`src/rtl/bypass_arbiter_pkg.sv`:
```
// Shared definitions for the bypass arbiter: state encoding, the FSM idle code
// and the default counter width.
package bypass_arbiter_pkg;

  typedef enum logic [1:0] {
    ST_IDLE  = 2'd0,
    ST_HOLD  = 2'd1,
    ST_DRAIN = 2'd2
  } state_t;

  // Output code of the shared Moore FSM when it has settled back to idle.
  localparam logic [1:0] FSM_IDLE_CODE = 2'b00;

  localparam int DEFAULT_CW = 4;

endpackage

```
`src/rtl/bypass_arbiter_rr_pick.sv`:
```
// Combinational circular priority select: first set request bit at or after ptr.
module bypass_arbiter_rr_pick #(
  parameter int NUM_REQ = 4,
  parameter int PW      = 2
) (
  input  logic [NUM_REQ-1:0] req,
  input  logic [PW-1:0]      ptr,
  output logic [NUM_REQ-1:0] sel_onehot,
  output logic [PW-1:0]      sel_idx
);

  logic          found;
  int            j;
  logic [PW-1:0] j_idx;

  always_comb begin
    sel_onehot = '0;
    sel_idx    = '0;
    found      = 1'b0;
    j          = 0;
    j_idx      = '0;
    for (int i = 0; i < NUM_REQ; i++) begin
      j = int'(ptr) + i;
      if (j >= NUM_REQ) j = j - NUM_REQ;
      j_idx = PW'(j);
      if (!found && req[j_idx]) begin
        found             = 1'b1;
        sel_onehot[j_idx] = 1'b1;
        sel_idx           = j_idx;
      end
    end
  end

endmodule

```
`src/rtl/bypass_arbiter.sv`:
```
// Round-robin owner of the Moore FSM's bypass input: grant, hold window, drain.
// Optional drain timeout is compiled in with BYPASS_ARB_TIMEOUT_EN.
module bypass_arbiter
  import bypass_arbiter_pkg::*;
#(
  parameter int         NUM_REQ        = 4,
  parameter int         CW             = DEFAULT_CW,
  parameter logic [1:0] IDLE_CODE      = FSM_IDLE_CODE,
  parameter int         TIMEOUT_CYCLES = 16
) (
  input  logic               clk,
  input  logic               rst,
  input  logic [NUM_REQ-1:0] req,
  input  logic [CW-1:0]      hold_len,
  input  logic [1:0]         fsm_out,
  output logic               bypass,
  output logic [NUM_REQ-1:0] grant,
  output logic               busy,
  output logic               done,
  output logic               timeout
);

  localparam int PW = (NUM_REQ > 1) ? $clog2(NUM_REQ) : 1;

  state_t             state;
  logic [CW-1:0]      cnt;
  logic [PW-1:0]      ptr;
  logic [PW-1:0]      owner;
  logic [NUM_REQ-1:0] pick_onehot;
  logic [PW-1:0]      pick_idx;
  logic [CW-1:0]      load_len;
  logic [PW-1:0]      owner_next;
  logic               tmo_hit;
  logic               drain_exit;

  bypass_arbiter_rr_pick #(
    .NUM_REQ (NUM_REQ),
    .PW      (PW)
  ) rr_pick (
    .req        (req),
    .ptr        (ptr),
    .sel_onehot (pick_onehot),
    .sel_idx    (pick_idx)
  );

  // A zero length still yields a one-cycle window.
  assign load_len   = (hold_len == '0) ? CW'(1) : hold_len;
  assign owner_next = (owner == PW'(NUM_REQ - 1)) ? '0 : owner + 1'b1;

`ifdef BYPASS_ARB_TIMEOUT_EN
  localparam int DW = $clog2(TIMEOUT_CYCLES + 1);
  logic [DW-1:0] dcnt;

  assign tmo_hit = (state == ST_DRAIN) && (fsm_out != IDLE_CODE) &&
                   (dcnt == DW'(TIMEOUT_CYCLES - 1));

  always_ff @(posedge clk or negedge rst) begin
    if (!rst) begin
      dcnt    <= '0;
      timeout <= 1'b0;
    end else begin
      timeout <= tmo_hit;
      if (state != ST_DRAIN)
        dcnt <= '0;
      else if (!tmo_hit)
        dcnt <= dcnt + 1'b1;
    end
  end
`else
  assign tmo_hit = 1'b0;
  assign timeout = 1'b0;
  wire unused_tmo_cfg = (TIMEOUT_CYCLES > 0);
`endif

  assign drain_exit = (fsm_out == IDLE_CODE) || tmo_hit;

  always_ff @(posedge clk or negedge rst) begin
    if (!rst) begin
      state  <= ST_IDLE;
      bypass <= 1'b0;
      grant  <= '0;
      busy   <= 1'b0;
      done   <= 1'b0;
      cnt    <= '0;
      ptr    <= '0;
      owner  <= '0;
    end else begin
      done <= 1'b0;
      case (state)
        ST_IDLE: begin
          if (|req) begin
            grant  <= pick_onehot;
            owner  <= pick_idx;
            bypass <= 1'b1;
            cnt    <= load_len;
            busy   <= 1'b1;
            state  <= ST_HOLD;
          end
        end
        ST_HOLD: begin
          if (cnt == CW'(1)) begin
            bypass <= 1'b0;
            state  <= ST_DRAIN;
          end else begin
            cnt <= cnt - 1'b1;
          end
        end
        ST_DRAIN: begin
          if (drain_exit) begin
            done  <= 1'b1;
            grant <= '0;
            ptr   <= owner_next;
            busy  <= 1'b0;
            state <= ST_IDLE;
          end
        end
        default: begin
          state  <= ST_IDLE;
          bypass <= 1'b0;
          grant  <= '0;
          busy   <= 1'b0;
        end
      endcase
    end
  end

endmodule

```
`config.mk`:
```
export PLATFORM = sky130hd
export DESIGN_NAME = bypass_arbiter
export DESIGN_NICKNAME = d
export VERILOG_FILES = /design/src/rtl/bypass_arbiter_pkg.sv /design/src/rtl/bypass_arbiter_rr_pick.sv /design/src/rtl/bypass_arbiter.sv
export SDC_FILE = /design/constraint.sdc
export NUM_CORES = 1
export LEC_CHECK = 0
export ABC_AREA = 0
export ABC_CLOCK_PERIOD_IN_PS = 2640
export BUFFER_PORTS_ARGS = -buffer_cell sky130_fd_sc_hd__buf_2
export CAP_MARGIN = 20
export CORE_UTILIZATION = 56
export DETAILED_ROUTE_END_ITERATION = 16
export PLACE_DENSITY = 0.85
export SYNTH_ARGS = -nofsm -noshare
export SYNTH_HDL_FRONTEND = slang
export SYNTH_SLANG_ARGS = --single-unit
export TNS_END_PERCENT = 5
```
`constraint.sdc`:
```
create_clock -name clk -period 2.64 [get_ports clk]
set_clock_uncertainty 0.2 [all_clocks]
set_input_delay 0 -clock clk [delete_from_list [all_inputs] [get_ports clk]]
set_output_delay 0 -clock clk [all_outputs]
set_load 0.03 [all_outputs]
```
==> flow_summary_export.csv, run 1 <==
group,metric,value,unit
status,outcome,"complete, no violations",
global_route,overflow,0,
finish,syn_to_final_growth,18.0,%
global_route,grt_pass1_vias,1117,
place,port_buffers,18,
sta,timing.fmax,0.410,GHz
critical_path,ff2ff_setup_slack,200,ps
die,core_area,0.00204,mm²
global_route,grt_pass1_wl,4.82,mm
die,dieArea,0.00245,mm²
finish,final_common_cell,"buf_2",
synth,synth_area,0.00126,mm²
sta,period_share,92.5,%
sta,finalCriticalPeriod,2440,ps
finish,layout_common_cells,"18 x buf_2, 17 x dfrtp_1, 13 x inv_1, 12 x nor2_1, 12 x dlygate4sd3_1",
cts,cts_buffers,3,
critical_path,crit_path_end_kind,"flop",
synth,syn_inst,132,
cts,cts_root_buf,"clkbuf_4",
finish,final_cells,188,
cts,clock_path_buffers,2,
synth,ys_seq_elements,17,
synth,ys_seq_area_share,33.7,%
pwr,peakVddDrop,692,µV
critical_path,worstSetupPathType,"reg -> reg",
global_route,antenna_found_initial,0,
flow_run,max-cap-violations,0,
routing,route.detailed.drc,0,
global_route,grt_max_degree,18,
sta,slew_violations,0,
finish,design_area,0.00149,mm²
synth,syn_avg_cell_area,9.56,µm²
sta,finalSetupTns,0,ps
min_path,hold_start,"req[0]",
finish,nFillCells,145,
min_path,hp-class,"in -> reg",
critical_path,startpoint,"ptr[0]",
sta,max_slew_margin,51.6,%
pwr,p_per_area,1190,mW/mm²
routing,drt-pass1-iter-count,4,
sta,grt_setup_unrepaired,"no",
finish,diodes,0,
place,dpl-instance-area,0.00134,mm²
global_route,grt_usage,25.4,%
critical_path,crit_required,2580,ps
die,fp-row-count,16,
pwr,design_power_total,1.77,mW
sta,setup_viol,0,
synth,synthDistinctLibCells,44,
place,place_inst,172,
routing,ant_nets,0,
cts,clkLatencyLatePin,280,ps
finish,layout.nets,184,
synth,synth-edff-count,0,
die,die_w,49.5,µm
routing,drt_iter0_markers,35,
sta,finalHoldViolCount,0,
finish,final_util,73.0,%
pwr,p_leak,0.663,nW
cts,ctsHtreeMaxLevel,1,
cts,cts_tree,"built",
routing,vias_per_cell,6.10,
sta,worst_pin_slew,724,ps
die,initial_core_util,61.8,%
finish,drive_above_1_share,21.1,%
die,die_h,49.5,µm
synth,syn-num-nets,154,
routing,wire_per_inst,14.8,µm
critical_path,start_kind,"flop",
die,num_io_pins,20,
synth,yosysWarnings,0,
synth,synth_flop_cell,"dfrtp_1",
routing,wl,2.78,mm
critical_path,worstReg2RegStart,"ptr[0]",
cts,path_clk_slew,90,ps
critical_path,critPathMaxFanout,14,
critical_path,arrival,2390,ps
routing,vias,1147,
place,gp_congestion,0.825,
synth,async_flop_share,100,%
place,hpwl,1.90,mm
cts,clock-sinks,17,
## synthesized netlist by cell type (all sizes together), types with 2 or more instances
master	number	area, µm²
nand2	3	11.3
nor3	5	30.0
nor4	2	18.8
a221o	4	40.0
o21ai	7	35.0
nand3b	4	30.0
nand2b	3	18.8
a21oi	9	45.0
o22ai	3	18.8
buf	6	53.8
ha	10	125
inv	13	48.8
a211oi	2	15.0
dfrtp	17	425
nor2	12	45.0
a31oi	2	12.5
mux4	3	67.6
mux2	3	33.8
a221oi	4	35.0
## worst max-delay path: stages (launching register included)
cell           delay (ps)
dfrtp_1               390
buf_4                 190
or3b_2                470
a211o_2               330
o2111ai_1              70
dlygate4sd3_1         570
a31oi_1                80
## where the power goes
group / switching, mW / leakage, nW / internal (mW)
Sequential: 0.101 / 0.203 / 0.383
Combinational: 0.667 / 0.444 / 0.486
Clock: 0.0782 / 0.0150 / 0.0587
## registers in the layout, summed over array words and instances, names as in the netlist
register  count
owner         2
ptr           2
done          1
busy          1
grant         4
bypass        1
cnt           4
state         2
## timing repair
| action | 4_1_cts | 5_1_grt |
|---|---|---|
| buffers inserted | 0 | 0 |
| resized for setup | 0 | 0 |
| hold buffers | 12 | 0 |
| hold endpoints to repair | 26 | 0 |
## layer usage
layer  GRT usage, %  vias up  wire length (µm)
met5              0        -                 0
met4           9.52        0                50
met3           3.70        6                99
met2           44.3       40              1350
met1           31.6      558              1280
li1               -      543                 -
## cell type report
| type | count | area [µm²] | area share [%] |
|---|---|---|---|
| Inverter | 13 | 48.8 | 3.27 |
| Multi-Input combinational cell | 95 | 731 | 49.0 |
| Clock buffer | 4 | 26.3 | 1.76 |
| Sequential cell | 17 | 425 | 28.5 |
| Tap cell | 27 | 33.8 | 2.27 |
| Timing Repair Buffer | 32 | 225 | 15.1 |
## final timing paths
path,endpoint,depth (start not counted)
worst max-delay path,owner[0],6
worst min-delay path,bypass,5
worst max register to register,owner[0],6
worst min register to register,busy,1
max in group asynchronous,ptr[0],3
min in group asynchronous,bypass,3
## per-stage QoR
stage / setup WS (ps) / hold slack, ps
finish: 199 / 69.3
global route: 95.7 / 87.9
floorplan: 347 / -496
CTS: 199 / 57.3
detailed placement: 498 / -270
global placement: 559 / -275
## cells by family after synthesis
group,Yosys count,share of synthesized area [%]
muxes,7,8.82
DFF,17,33.7
other,1,0.297
adders and majority gates,10,9.91
buffers and inverters,20,8.42
AOI/OAI and AO/OA,41,22.7
and+or+nand+nor,36,16.2
(Power assumes the default switching activity.)
==> run 2: changes to the inputs <==
--- a/config.mk
+++ b/config.mk
@@ -9,6 +9,7 @@
 export ABC_CLOCK_PERIOD_IN_PS = 2640
 export BUFFER_PORTS_ARGS = -buffer_cell sky130_fd_sc_hd__buf_2
 export CAP_MARGIN = 20
+export CORE_MARGIN = 3
 export CORE_UTILIZATION = 56
 export DETAILED_ROUTE_END_ITERATION = 16
 export PLACE_DENSITY = 0.85
==> flow_summary_export.csv, run 2 (same netlist as run 1, synthesis figures left out) <==
group,metric,value,unit
critical_path,crit_required,2620,ps
sta,finalHoldViolCount,0,
finish,design_area,0.00148,mm²
cts,clkLatencyLatePin,290,ps
global_route,grt_usage,22.6,%
die,num_io_pins,20,
die,die_w,53.5,µm
critical_path,critPathMaxFanout,14,
global_route,antenna_found_initial,0,
critical_path,crit_path_max_incr_delay,590,ps
finish,top_regs,"cnt x4, grant x4",
global_route,grt_pass1_vias,1018,
sta,grt_setup_unrepaired,"no",
finish,drive_above_1_share,21.3,%
cts,post_cts_resized,0,
cts,cts_root_buf,"clkbuf_4",
critical_path,worstSetupPathType,"reg -> reg",
place,dpl-instance-area,0.00134,mm²
finish,final_util,72.5,%
status,outcome,"complete, no violations",
sta,max_slew_margin,50.3,%
die,die_h,53.5,µm
place,gp_congestion,0.889,
place,place_inst,172,
finish,layout.nets,183,
flow_run,max-cap-violations,0,
routing,drt-pass1-iter-count,5,
sta,slew_violations,0,
routing,vias,1142,
cts,ctsHtreeMaxLevel,1,
routing,vias_per_cell,6.11,
finish,layout_common_cells,"18 x buf_2, 17 x dfrtp_1, 13 x inv_1, 12 x nor2_1, 11 x dlygate4sd3_1",
sta,worst_pin_slew,743,ps
pwr,p_leak,0.660,nW
routing,route.detailed.drc,0,
global_route,overflow,0,
routing,drt_iter0_markers,30,
place,hpwl,1.96,mm
finish,diodes,0,
die,core_area,0.00204,mm²
die,dieArea,0.00286,mm²
routing,ant_nets,0,
finish,final_common_cell,"buf_2",
cts,cts_tree,"built",
sta,hold-worst-slack,60.6,ps
pwr,peakVddDrop,711,µV
place,port_buffers,18,
sta,fin_ws,186,ps
pwr,design_power_total,1.76,mW
finish,syn_to_final_growth,17.2,%
critical_path,slowest_stage,"dlygate4sd3_1",
critical_path,crit_chain,"buf_4, or3b_2, a211o_2, o2111ai_1, a31oi_1, dlygate4sd3_1",
routing,wl,2.75,mm
finish,multi_input_area,731,µm²
cts,clock-sinks,17,
cts,cts_buffers,3,
cts,path_clk_slew,90,ps
global_route,grt_pass1_wl,4.64,mm
place,dp_slack,495,ps
pwr,p_per_area,1190,mW/mm²
finish,final_cells,187,
critical_path,arrival,2430,ps
global_route,grt_max_degree,18,
min_path,hp-class,"in -> reg",
die,initial_core_util,61.8,%
critical_path,crit_path_end_kind,"flop",
sta,period_share,93.0,%
cts,clock_path_buffers,2,
sta,setup_viol,0,
critical_path,start_kind,"flop",
routing,wire_per_inst,14.7,µm
finish,ff_latch_area,425,µm²
die,fp-row-count,16,
finish,nFillCells,155,
sta,finalSetupTns,0,ps
sta,timing.fmax,0.407,GHz
sta,finalCriticalPeriod,2450,ps
[run 2: cell types whose count changed in the layout (fill, tap and decap cells not counted), sizes merged]
cell         previous run  this run
dlygate4sd3            12        11
[run 2: layer usage]
layer	wire, µm	vias to the layer above	track usage, %	part of all wire (%)
li1	-	549	-	-
met3	168	10	3.66	6.1
met2	1270	60	37.1	46
met1	1240	523	29.3	45
met5	0	-	0	0
met4	69	0	8.51	2.5
[run 2: path summary, 6_finish.rpt]
path                       cells after the start  slack, ps   start        to
min in group asynchronous                      3        630     rst    cnt[0]
max in group asynchronous                      3       1150     rst  grant[0]
min                                            5         60  req[1]    bypass
min reg2reg                                    1        280    busy      busy
max reg2reg                                    6        190  ptr[0]  owner[0]
max                                            6        190  ptr[0]  owner[0]
[run 2: timing repair]
action                    CTS  global route
hold endpoints to repair   26             0
setup buffers               0             0
hold buffers               11             0
[run 2: final cells by class]
cell class	count	share of cell area, %
Sequential cell	17	28.7
Tap cell	27	2.28
Timing Repair Buffer	31	14.5
Multi-Input combinational cell	95	49.4
Inverter	13	3.30
Clock buffer	4	1.78
[run 2: report_power, final]
group	internal, mW	switching, mW	total, mW	leakage [nW]
sequential	0.383	0.0999	0.483	0.203
clock	0.0588	0.0760	0.135	0.0150
combinational	0.490	0.656	1.15	0.442
[run 2: critical path: cells and delay by family, from the launching register on]
kind	cells	cell delay, ps
flip-flops	1	380
buffers and inverters	2	780
AND/OR/NAND/NOR	1	470
AO/OA/AOI/OAI	3	510
